$ cat src/rtl/pipe_ctrl_pkg.sv
// Shared types and widths for the pipeline hazard/stall sequencer.
package pipe_ctrl_pkg;

  localparam int REG_W = 5;
  localparam int CNT_W = 5;

  typedef enum logic [1:0] {
    RUN       = 2'd0,
    MC_WAIT   = 2'd1,
    WFI_SLEEP = 2'd2
  } state_e;

endpackage

$ cat src/rtl/load_use_detect.sv
// Combinational load-use hazard detection between the load in EX and the
// instruction in ID, accounting for integer vs FP register files.
module load_use_detect
  import pipe_ctrl_pkg::*;
(
  input  logic [REG_W-1:0] id_rs,
  input  logic [REG_W-1:0] id_rt,
  input  logic             id_fprs1,
  input  logic             id_fprs2,
  input  logic [REG_W-1:0] ex_rd,
  input  logic             ex_memread,
  input  logic             ex_fp_regwrite,
  output logic             lu
);

  // x0 is hardwired zero and never forwards a load result; f0 is a real register.
  function automatic logic src_match(input logic [REG_W-1:0] rd,
                                     input logic [REG_W-1:0] rs,
                                     input logic             rd_fp,
                                     input logic             rs_fp);
    return (rd == rs) && (rd_fp == rs_fp) && (rd_fp || (rd != '0));
  endfunction

  assign lu = ex_memread &&
              (src_match(ex_rd, id_rs, ex_fp_regwrite, id_fprs1) ||
               src_match(ex_rd, id_rt, ex_fp_regwrite, id_fprs2));

endmodule

$ cat src/rtl/pipe_hazard_ctrl.sv
// Central pipeline sequencer: load-use bubbles, multi-cycle EX stalls, WFI
// sleep and machine interrupt entry/exit, with a single fixed priority.
module pipe_hazard_ctrl
  import pipe_ctrl_pkg::*;
(
  input  logic             clk,
  input  logic             rst_n,
  input  logic [REG_W-1:0] IF_ID_rs,
  input  logic [REG_W-1:0] IF_ID_rt,
  input  logic             Controller_fprs1,
  input  logic             Controller_fprs2,
  input  logic [REG_W-1:0] ID_EX_rd,
  input  logic             ID_EX_memread_1bit,
  input  logic             ID_EX_fp_regwrite,
  input  logic             im_stall,
  input  logic             dm_stall,
  input  logic             br_redirect,
  input  logic             mc_start,
  input  logic [CNT_W-1:0] mc_cycles,
  input  logic             wfi_ex,
  input  logic             mret_ex,
  input  logic             irq_ext,
  input  logic             irq_timer,
  input  logic             mie_global,
  output logic             stall_CPU,
  output logic             stall_hazard,
  output logic             jump_taken,
  output logic             MEIP_en,
  output logic             MTIP_en,
  output logic             MEIP_end,
  output logic             WFI_pc_en
);

  state_e           state_q, state_d;
  logic [CNT_W-1:0] cnt_q, cnt_d;
  logic             mc_done_q, mc_done_d;
  logic             in_trap_q, in_trap_d;

  logic lu;
  logic acc, stall_cpu, take_ok, take_ext, take_tmr, mret_end, wake;

  load_use_detect u_lu (
    .id_rs          (IF_ID_rs),
    .id_rt          (IF_ID_rt),
    .id_fprs1       (Controller_fprs1),
    .id_fprs2       (Controller_fprs2),
    .ex_rd          (ID_EX_rd),
    .ex_memread     (ID_EX_memread_1bit),
    .ex_fp_regwrite (ID_EX_fp_regwrite),
    .lu             (lu)
  );

  always_comb begin
    acc       = (state_q == RUN) && mc_start && (mc_cycles != '0) && !mc_done_q;
    stall_cpu = im_stall || dm_stall || acc ||
                (state_q == MC_WAIT) || (state_q == WFI_SLEEP);
    // A take needs a clean RUN cycle: no freeze, no bubble, no redirect in flight.
    take_ok   = (state_q == RUN) && !stall_cpu && !lu && !br_redirect && !in_trap_q;
    take_ext  = take_ok && irq_ext && mie_global;
    take_tmr  = take_ok && !irq_ext && irq_timer && mie_global;
    mret_end  = mret_ex && !stall_cpu;
    wake      = (state_q == WFI_SLEEP) && (irq_ext || irq_timer);
  end

  // NOTE: every variable gets a default before the case so no latch is inferred.
  always_comb begin
    state_d   = state_q;
    cnt_d     = cnt_q;
    mc_done_d = stall_cpu ? mc_done_q : 1'b0;
    in_trap_d = in_trap_q;

    if (take_ext || take_tmr) in_trap_d = 1'b1;
    else if (mret_end)        in_trap_d = 1'b0;

    unique case (state_q)
      RUN: begin
        if (acc) begin
          cnt_d = mc_cycles - CNT_W'(1);
          if (cnt_d != '0) state_d   = MC_WAIT;
          else             mc_done_d = 1'b1;
        end else if (wfi_ex && !(irq_ext || irq_timer)) begin
          state_d = WFI_SLEEP;
        end
      end
      MC_WAIT: begin
        if (cnt_q == CNT_W'(1)) begin
          cnt_d     = '0;
          state_d   = RUN;
          mc_done_d = 1'b1;
        end else begin
          cnt_d = cnt_q - CNT_W'(1);
        end
      end
      WFI_SLEEP: begin
        if (wake) state_d = RUN;
      end
      default: state_d = RUN;
    endcase
  end

  // NOTE: sequential state uses non-blocking assignments only.
  always_ff @(posedge clk or negedge rst_n) begin
    if (!rst_n) begin
      state_q   <= RUN;
      cnt_q     <= '0;
      mc_done_q <= 1'b0;
      in_trap_q <= 1'b0;
    end else begin
      state_q   <= state_d;
      cnt_q     <= cnt_d;
      mc_done_q <= mc_done_d;
      in_trap_q <= in_trap_d;
    end
  end

  // NOTE: outputs are gated by rst_n so they are forced low while reset is held,
  // even though they are combinational from live inputs.
  assign stall_CPU    = rst_n && stall_cpu;
  assign stall_hazard = rst_n && lu && !stall_cpu;
  assign jump_taken   = rst_n && br_redirect && !stall_cpu;
  assign MEIP_en      = rst_n && take_ext;
  assign MTIP_en      = rst_n && take_tmr;
  assign MEIP_end     = rst_n && mret_end;
  assign WFI_pc_en    = rst_n && wake;

endmodule

$ cat config.mk
export PLATFORM = sky130hd
export DESIGN_NAME = pipe_hazard_ctrl
export DESIGN_NICKNAME = d
export VERILOG_FILES = /design/src/rtl/pipe_ctrl_pkg.sv /design/src/rtl/load_use_detect.sv /design/src/rtl/pipe_hazard_ctrl.sv
export SDC_FILE = /design/constraint.sdc
export NUM_CORES = 1
export LEC_CHECK = 0
export BUFFER_PORTS_ARGS = -buffer_cell sky130_fd_sc_hd__buf_4
export CAP_MARGIN = 20
export CORE_MARGIN = 2
export CORE_UTILIZATION = 46
export DETAILED_ROUTE_END_ITERATION = 8
export GPL_TIMING_DRIVEN = 0
export PLACE_DENSITY = 0.85
export SETUP_SLACK_MARGIN = 0.3
export SKIP_LAST_GASP = 1
export SLEW_MARGIN = 20
export SYNTH_ARGS = -nofsm -noshare
export SYNTH_HDL_FRONTEND = slang
export SYNTH_HIERARCHICAL = 1
export SYNTH_SLANG_ARGS = --single-unit
$ cat constraint.sdc
create_clock -name clk -period 4.8 [get_ports clk]
set_input_delay 1.44 -clock clk [delete_from_list [all_inputs] [get_ports clk]]
set_output_delay 1.44 -clock clk [all_outputs]
set_load 0.005 [all_outputs]
==> results.md, run 1 <==
- Result of the run: finished, final reports clean
- Kind of end point of the critical path: output pin
- Mapped Area: between 800 and 900 sq um
- Number of antenna-violating nets in the routed design: 0
- Clock tree from TritonCTS: done
- N_diodes: 0
- Routing layer with the top usage in global route: met2
- GRT Overall Usage: 0.241
- Met3 usage in global routing: 0.0556
- Max_slew headroom: 0.535
- Setup repair after global routing missed its margin: yes
- Total overflow reported by the global router: 0
- Post-Synth Simple-Gate Area: 0.318
- Die Width: 48.1 microns
- Total negative slack for setup checks: 0 ns
- Via count of the routed design: around 1000
- Worst voltage drop across the vdd grid: around 0.00027 V
- Count of buffers from port buffering: 41
- Proportion of layout cells with a drive suffix above 1: 0.449
- Areal power density over the cells: about 330 nW/um^2
- Met1 layer usage reported by global route: 0.297
- Max-Cap Viols: 0
- Average vias per placed instance: around 5.5
- Required time of the critical path: about 3.4 ns
- DR iter-0 viols: 18
- Count of endpoints failing setup in the final report: 0
- Clock-pin slew reported for the worst setup and hold paths after clock tree synthesis: approximately 0.05 ns
- Root Buffer Master: sky130_fd_sc_hd__clkbuf_4
- Worst-case clock skew: approximately 0.0033 ns
- Vias in the first global route: about 930
- Count of TritonRoute iterations in the first routing pass: 4
- Arithmetic-cell share of the synthesized area counting full adders, half adders and majority gates: 0.0698
- Top library cells by usage in the layout, fill and taps aside: sky130_fd_sc_hd__buf_4, sky130_fd_sc_hd__xor2_1, sky130_fd_sc_hd__dfrtp_1
- Dominant combinational cell family by area after synthesis: simple AND/OR/NAND/NOR gates
- Critical path start-end classification: primary input to output pin
- Static leakage power: roughly 0.65 nW
- Slew at the pin with the worst max-slew slack: around 0.7 ns
- Largest fanout of any net on the critical path: 6
- Drc violations: 0
- Flip-flop and latch count after synthesis: 9
- Count of boundary I/O pins: 42
- Mean routed wirelength per cell: ~14 microns
- Internal power contribution: ~0.27 mW
- Mapped Nets: roughly 140
- Synthesized instance count: about 100
- Fin worst setup slack: between 0.2 and 0.3 ns
- Switching part of the total power: 0.408
- Total power: about 0.45 mW
- Startpoint kind of the worst setup timing path: primary input
- Antenna violations before repair: 0
- Global-route wire length before repair: slightly below 4 mm
- Portion of total power attributed to combinational logic: 0.554
- Clock Power Share: 0.126
- Worst hold margin: approximately 0.49 ns
- Seq pwr share: 0.320
- Cts bufs inserted: 3
- Complex-gate fraction of the synthesized area: 0.203
- Layout Nets: between 150 and 200
- Worst hold-check path type: register to register
- Timing-limited maximum frequency: 0.220 GHz
- Register area share after synthesis: 0.251
- Xor and xnor area share after synthesis: 0.137
- Hold violation count in the final report: 0
- Num rows: 15
- Core Region: 1780 sq um
- Max clock buf depth: 2
- Minimum clock period after layout: approximately 4.5 ns
- Post-layout util: 0.771
- Worst Path Arrival: about 3.1 ns
- Maximum number of pins on one net before global-route repair: 16
- Synthesis warning total: 6
- WL final: ~2.5 mm
- Net Sw Power: about 0.18 mW
- Pre-CTS setup slack: between 0.04 and 0.05 ns
- Most used flip-flop cell after synthesis: sky130_fd_sc_hd__dfrtp_1
- Most common cell after layout, fill and taps aside: sky130_fd_sc_hd__buf_4
- Distinct cells, synth: 37
- Growth of design area from synthesis to finish: 53.4%
- GR Util met2: 0.432
- Final Slew Violations: 0
- Post-route clock period utilization: 0.946
- Post-detailed-placement half-perimeter wirelength: approximately 1.9 mm
- Final estimated routing congestion in global placement: slightly below 0.8
- CTS H-tree lvls: 1
- Starting Density: 0.502
- Mean post-synth cell area: approximately 9 sq um
- Post-synthesis mux area share: 0
- Vertical die dimension: between 40 and 50 microns
- DIE AREA: 2320 sq um
- Number of flops mapped to enable cells by yosys: 0
- Clock Latency Late Sink: 0.26 ns
- Clock Sinks: 9
- Fraction of registers with async set/reset: 1.00
kinds of logic (layout without fill, tap and decap cells):
group,count (synthesis),in the layout
and+or+nand+nor,46,46
DFF,9,9
xor gates and xnor gates,14,14
buffers and inverters,5,59
AOI/OAI and AO/OA,23,23
adders and majority gates,5,5
layer usage:
| metal | wire length (microns) | up-vias |
|---|---|---|
| met1 | 1040 | 468 |
| met3 | 135 | 4 |
| met2 | 1260 | 29 |
| met4 | 14 | 0 |
| li1 | - | 487 |
| met5 | 0 | - |
registers in the layout (all words and copies together) (netlist names):
register	count
state_q	2
mc_done_q	1
cnt_q	5
in_trap_q	1
layout make-up:
class	instances	area (sq um)
multi-input combinational	88	667
timing repair buffer	50	398
fill	136	409
inverter	5	26.3
sequential	9	225
tap	25	31.3
clock buffer	4	26.3
what timing repair did:
item | 4_1_cts | 5_1_grt
hold endpoints to repair | 0 | 0
endpoints found under the setup margin | 6 | 6
resized for setup | 12 | 2
buffers inserted | 7 | 2
hold buffers | 0 | 0
pin swaps | 3 | 1
metrics by stage:
stage          cells  area (sq um)
3_5_place_dp     168          1230
3_3_place_gp     168          1230
4_1_cts          179          1350
6_report         181          1370
2_1_floorplan    102           896
5_1_grt          181          1370
power by group through the flow:
stage | combinational [mW] | sequential, mW | clock [mW]
finish | 0.249 | 0.144 | 0.0566
detailed placement | 0.233 | 0.144 | 0
global route | 0.279 | 0.149 | 0.0628
floorplan | 0.166 | 0.137 | 0
global placement | 0.225 | 0.142 | 0
CTS | 0.247 | 0.144 | 0.0590
worst max-delay path, cell delays in order:
cell and delay [ns]:
sky130_fd_sc_hd__buf_8 0.10, sky130_fd_sc_hd__inv_6 0.05, sky130_fd_sc_hd__ha_4 0.12, sky130_fd_sc_hd__or4b_4 0.48
sky130_fd_sc_hd__a2111oi_4 0.29, sky130_fd_sc_hd__buf_4 0.19, sky130_fd_sc_hd__and2_4 0.14, sky130_fd_sc_hd__and4b_1 0.17
sky130_fd_sc_hd__buf_4 0.11
final timing paths:
check / from / to / slack [ns] / depth (start not counted)
min in group asynchronous: rst_n / state_q[1] / 1.01 / 1
worst min-delay path: in_trap_q / in_trap_q / 0.49 / 1
max in group asynchronous: rst_n / cnt_q[4] / 3.64 / 1
worst max-delay path: mc_cycles[1] / MTIP_en / 0.26 / 9
worst max register to register: state_q[0] / in_trap_q / 3.01 / 7
worst min register to register: in_trap_q / in_trap_q / 0.49 / 1
synth_stat cells, types with 2 or more instances:
master,count,area [sq um]
sky130_fd_sc_hd__xnor2_1,5,43.8
sky130_fd_sc_hd__and3_2,5,37.5
sky130_fd_sc_hd__and4b_1,2,20.0
sky130_fd_sc_hd__xor2_1,9,78.8
sky130_fd_sc_hd__nor2_1,8,30.0
sky130_fd_sc_hd__ha_1,5,62.6
sky130_fd_sc_hd__a21oi_1,3,15.0
sky130_fd_sc_hd__nand2_1,4,15.0
sky130_fd_sc_hd__a2bb2oi_1,2,17.5
sky130_fd_sc_hd__nand3_1,3,15.0
sky130_fd_sc_hd__nor3b_1,2,15.0
sky130_fd_sc_hd__dfrtp_1,9,225
sky130_fd_sc_hd__nor4_1,4,25.0
sky130_fd_sc_hd__a31oi_1,2,12.5
sky130_fd_sc_hd__o21ai_0,7,35.0
sky130_fd_sc_hd__or2_2,2,12.5
sky130_fd_sc_hd__nand2b_1,4,25.0
sky130_fd_sc_hd__nor3_1,3,15.0
sky130_fd_sc_hd__inv_1,5,18.8
No activity file was read; power rests on OpenSTA's default activity.
==> run 2, diff against run 1 <==
- ABC_AREA: default -> 1
- CORE_UTILIZATION: 46 -> 49
- PLACE_DENSITY: 0.85 -> 0.86
- SKIP_LAST_GASP: 1 -> default
==> results.md, run 2 <==
- Internal power contribution: between 0.2 and 0.3 mW
- Worst hold path startpoint: in_trap_q
- Most frequently used cell type in the post-synthesis netlist: sky130_fd_sc_hd__nand2_1
- DR iter-0 viols: 19
- Proportion of layout cells with a drive suffix above 1: 0.261
- Critical path start-end classification: primary input to output pin
- Drc violations: 0
- GR Util met2: 0.364
- Most used flip-flop cell after synthesis: sky130_fd_sc_hd__dfrtp_1
- Clock Power Share: 0.120
- Final estimated routing congestion in global placement: approximately 0.8
- Most common cell after layout, fill and taps aside: sky130_fd_sc_hd__nand2_1
- Largest fanout of any net on the critical path: 8
- Max-Cap Viols: 0
- Die Width: 51.2 microns
- Seq pwr share: 0.283
- Startpoint of the worst register-to-register path: cnt_q[1]
- Final Slew Violations: 0
- Worst Path Arrival: 2.63 ns
- Total power: 0.474 mW
- Starting Density: 0.504
- Static leakage power: between 0.8 and 0.9 nW
- Global-route wire length before repair: slightly above 4 mm
- Clock tree from TritonCTS: done
- Hold violation count in the final report: 0
- Register with the most flip-flops: cnt_q
- Timing-limited maximum frequency: 0.246 GHz
- Clock Sinks: 9
- Mean routed wirelength per cell: 8.68 microns
- Antenna violations before repair: 0
- Count of endpoints failing setup in the final report: 0
- Number of cells in the design after placement: approximately 270
- Number of buffers inserted to repair setup after CTS: 0
- Startpoint kind of the worst setup timing path: primary input
- Count of TritonRoute iterations in the first routing pass: 4
- Cts bufs inserted: 3
- Num rows: 17
- DIE AREA: about 2600 sq um
- Clock Latency Late Sink: 0.26 ns
- Maximum number of pins on one net before global-route repair: 13
- Core Region: ~2200 sq um
- CTS Hold Bufs: 0
- Resized Gates After CTS: 0
- CTS H-tree lvls: 1
- Synthesized instance count: about 200
- Register area share after synthesis: 0.206
- Worst setup path startpoint: mc_cycles[0]
- Routing layer with the top usage in global route: met2
- Switching part of the total power: 0.459
- Synthesis warning total: 6
- N_diodes: 0
- Most area-hungry cell type in the Yosys netlist: sky130_fd_sc_hd__nand2_1
- Number of antenna-violating nets in the routed design: 0
- Flip-flop and latch count after synthesis: 9
- Top library cells by usage in the layout, fill and taps aside: sky130_fd_sc_hd__nand2_1, sky130_fd_sc_hd__buf_4, sky130_fd_sc_hd__inv_1
- Top-area cell type share of the netlist area: 0.233
- WL final: roughly 2.3 mm
- Setup repair after global routing missed its margin: no
- Vertical die dimension: 51.2 microns
- Count of buffers from port buffering: 41
- Met1 layer usage reported by global route: 0.244
- Pre-CTS setup slack: about 0.73 ns
- Layout Nets: 282
- Fin worst setup slack: around 0.73 ns
- Mapped Nets: 236
- Average vias per placed instance: approximately 4.5
- Max clock buf depth: 2
- Leading cell types by count after synthesis: sky130_fd_sc_hd__nand2_1, sky130_fd_sc_hd__inv_1, sky130_fd_sc_hd__nor2_1
- Post-detailed-placement half-perimeter wirelength: between 1.5 and 2 mm
- Growth of design area from synthesis to finish: 33.8%
- Mapped Area: between 1000 and 1500 sq um
- Slew at the pin with the worst max-slew slack: 0.231 ns
- Total negative slack for setup checks: 0 ns
- Met3 usage in global routing: 0.0526
- Portion of total power attributed to combinational logic: 0.597
- Kind of end point of the critical path: output pin
- Minimum clock period after layout: between 4 and 5 ns
- Largest registers: cnt_q x5, state_q x2
- Max FFs per register: 5
- Fin cells: roughly 270
- Areal power density over the cells: around 320 nW/um^2
- Worst-case clock skew: ~0.0061 ns
- Worst voltage drop across the vdd grid: between 0.0003 and 0.0004 V
- Via count of the routed design: between 1000 and 1500
- Number of flops mapped to enable cells by yosys: 0
- Post-route clock period utilization: 0.848
- Fraction of registers with async set/reset: 1.00
- Mean post-synth cell area: ~5.6 sq um
- Clock-pin slew reported for the worst setup and hold paths after clock tree synthesis: about 0.060 ns
- Required time of the critical path: approximately 3.4 ns
- Net Sw Power: 0.218 mW
- Top post-synthesis cells by area: sky130_fd_sc_hd__nand2_1, sky130_fd_sc_hd__dfrtp_1, sky130_fd_sc_hd__inv_1, sky130_fd_sc_hd__nor2_1, sky130_fd_sc_hd__nand3_1
- Distinct cells, synth: 23
- GRT Overall Usage: 0.199
- Count of boundary I/O pins: 42
- Root Buffer Master: sky130_fd_sc_hd__clkbuf_4
- Total overflow reported by the global router: 0
- Max_slew headroom: 0.844
- Vias in the first global route: roughly 1100
- Result of the run: finished, final reports clean
- Worst hold-check path type: register to register
[run 2: changes by cell type after synthesis, moves of 3 or more]
cell and delta:
sky130_fd_sc_hd__inv_1 +33, sky130_fd_sc_hd__nand2_1 +64, sky130_fd_sc_hd__xor2_1 -7, sky130_fd_sc_hd__inv_2 +9, sky130_fd_sc_hd__nand3_1 +11, sky130_fd_sc_hd__and3_2 -5
sky130_fd_sc_hd__nand2b_1 -4, sky130_fd_sc_hd__xnor2_1 -3, sky130_fd_sc_hd__nor4_1 -3, sky130_fd_sc_hd__nor2_1 +12, sky130_fd_sc_hd__nor2_2 +3
[run 2: metal layers]
layer,vias up,part of all wire
met3,2,0.091
li1,675,-
met5,-,0
met1,502,0.44
met4,0,0.0017
met2,39,0.47
[run 2: worst max-delay path: stages]
cell and delay (ns):
sky130_fd_sc_hd__buf_4 0.12, sky130_fd_sc_hd__inv_1 0.11, sky130_fd_sc_hd__ha_1 0.15, sky130_fd_sc_hd__inv_1 0.03
sky130_fd_sc_hd__nor2_1 0.08, sky130_fd_sc_hd__nand2_1 0.09, sky130_fd_sc_hd__nand2_4 0.11, sky130_fd_sc_hd__nand3_4 0.11
sky130_fd_sc_hd__nor2_2 0.12, sky130_fd_sc_hd__nand2_1 0.06, sky130_fd_sc_hd__nor2_1 0.09, sky130_fd_sc_hd__buf_4 0.11
[run 2: per-stage QoR]
stage / utilization / cell area [sq um] / hold WS [ns]
2_1_floorplan: - / 1090 / 0.472
3_3_place_gp: 0.662 / 1440 / 0.494
3_5_place_dp: 0.662 / 1440 / 0.502
4_1_cts: 0.674 / 1460 / 0.513
5_1_grt: 0.674 / 1460 / 0.560
6_report: 0.674 / 1460 / 0.512
[run 2: final cells by class]
type                       instances  area (sq um)
clock buffer                       4          26.3
tap                               28          35.0
inverter                          47           176
sequential                         9           225
timing repair buffer              41           308
multi-input combinational        140           692
fill                             222           707
[run 2: power groups by stage]
stage | Sequential, mW | Combinational [mW] | Clock (mW)
after floorplan | 0.131 | 0.212 | 0
after global placement | 0.134 | 0.277 | 0
after detailed placement | 0.135 | 0.284 | 0
after CTS | 0.134 | 0.285 | 0.0588
after global routing | 0.138 | 0.328 | 0.0612
final | 0.134 | 0.283 | 0.0568
[run 2: path summary, 6_finish.rpt]
path	endpoint	slack, ns	depth (start not counted)
worst min-delay path	in_trap_q	0.51	2
worst max register to register	cnt_q[2]	3.43	7
max in group asynchronous	cnt_q[2]	3.65	1
worst min register to register	in_trap_q	0.51	2
min in group asynchronous	cnt_q[4]	1.00	1
worst max-delay path	MTIP_en	0.73	12
[run 2: logic make-up (layout without fill, tap and decap cells)]
kind of cell	after synthesis	in the layout	share of synthesized area
and+or+nand+nor	117	117	0.473
DFF	9	9	0.206
buffers and inverters	47	92	0.161
adders and majority gates	5	5	0.0572
xor gates and xnor gates	4	4	0.0320
AOI/OAI and AO/OA	14	14	0.0709
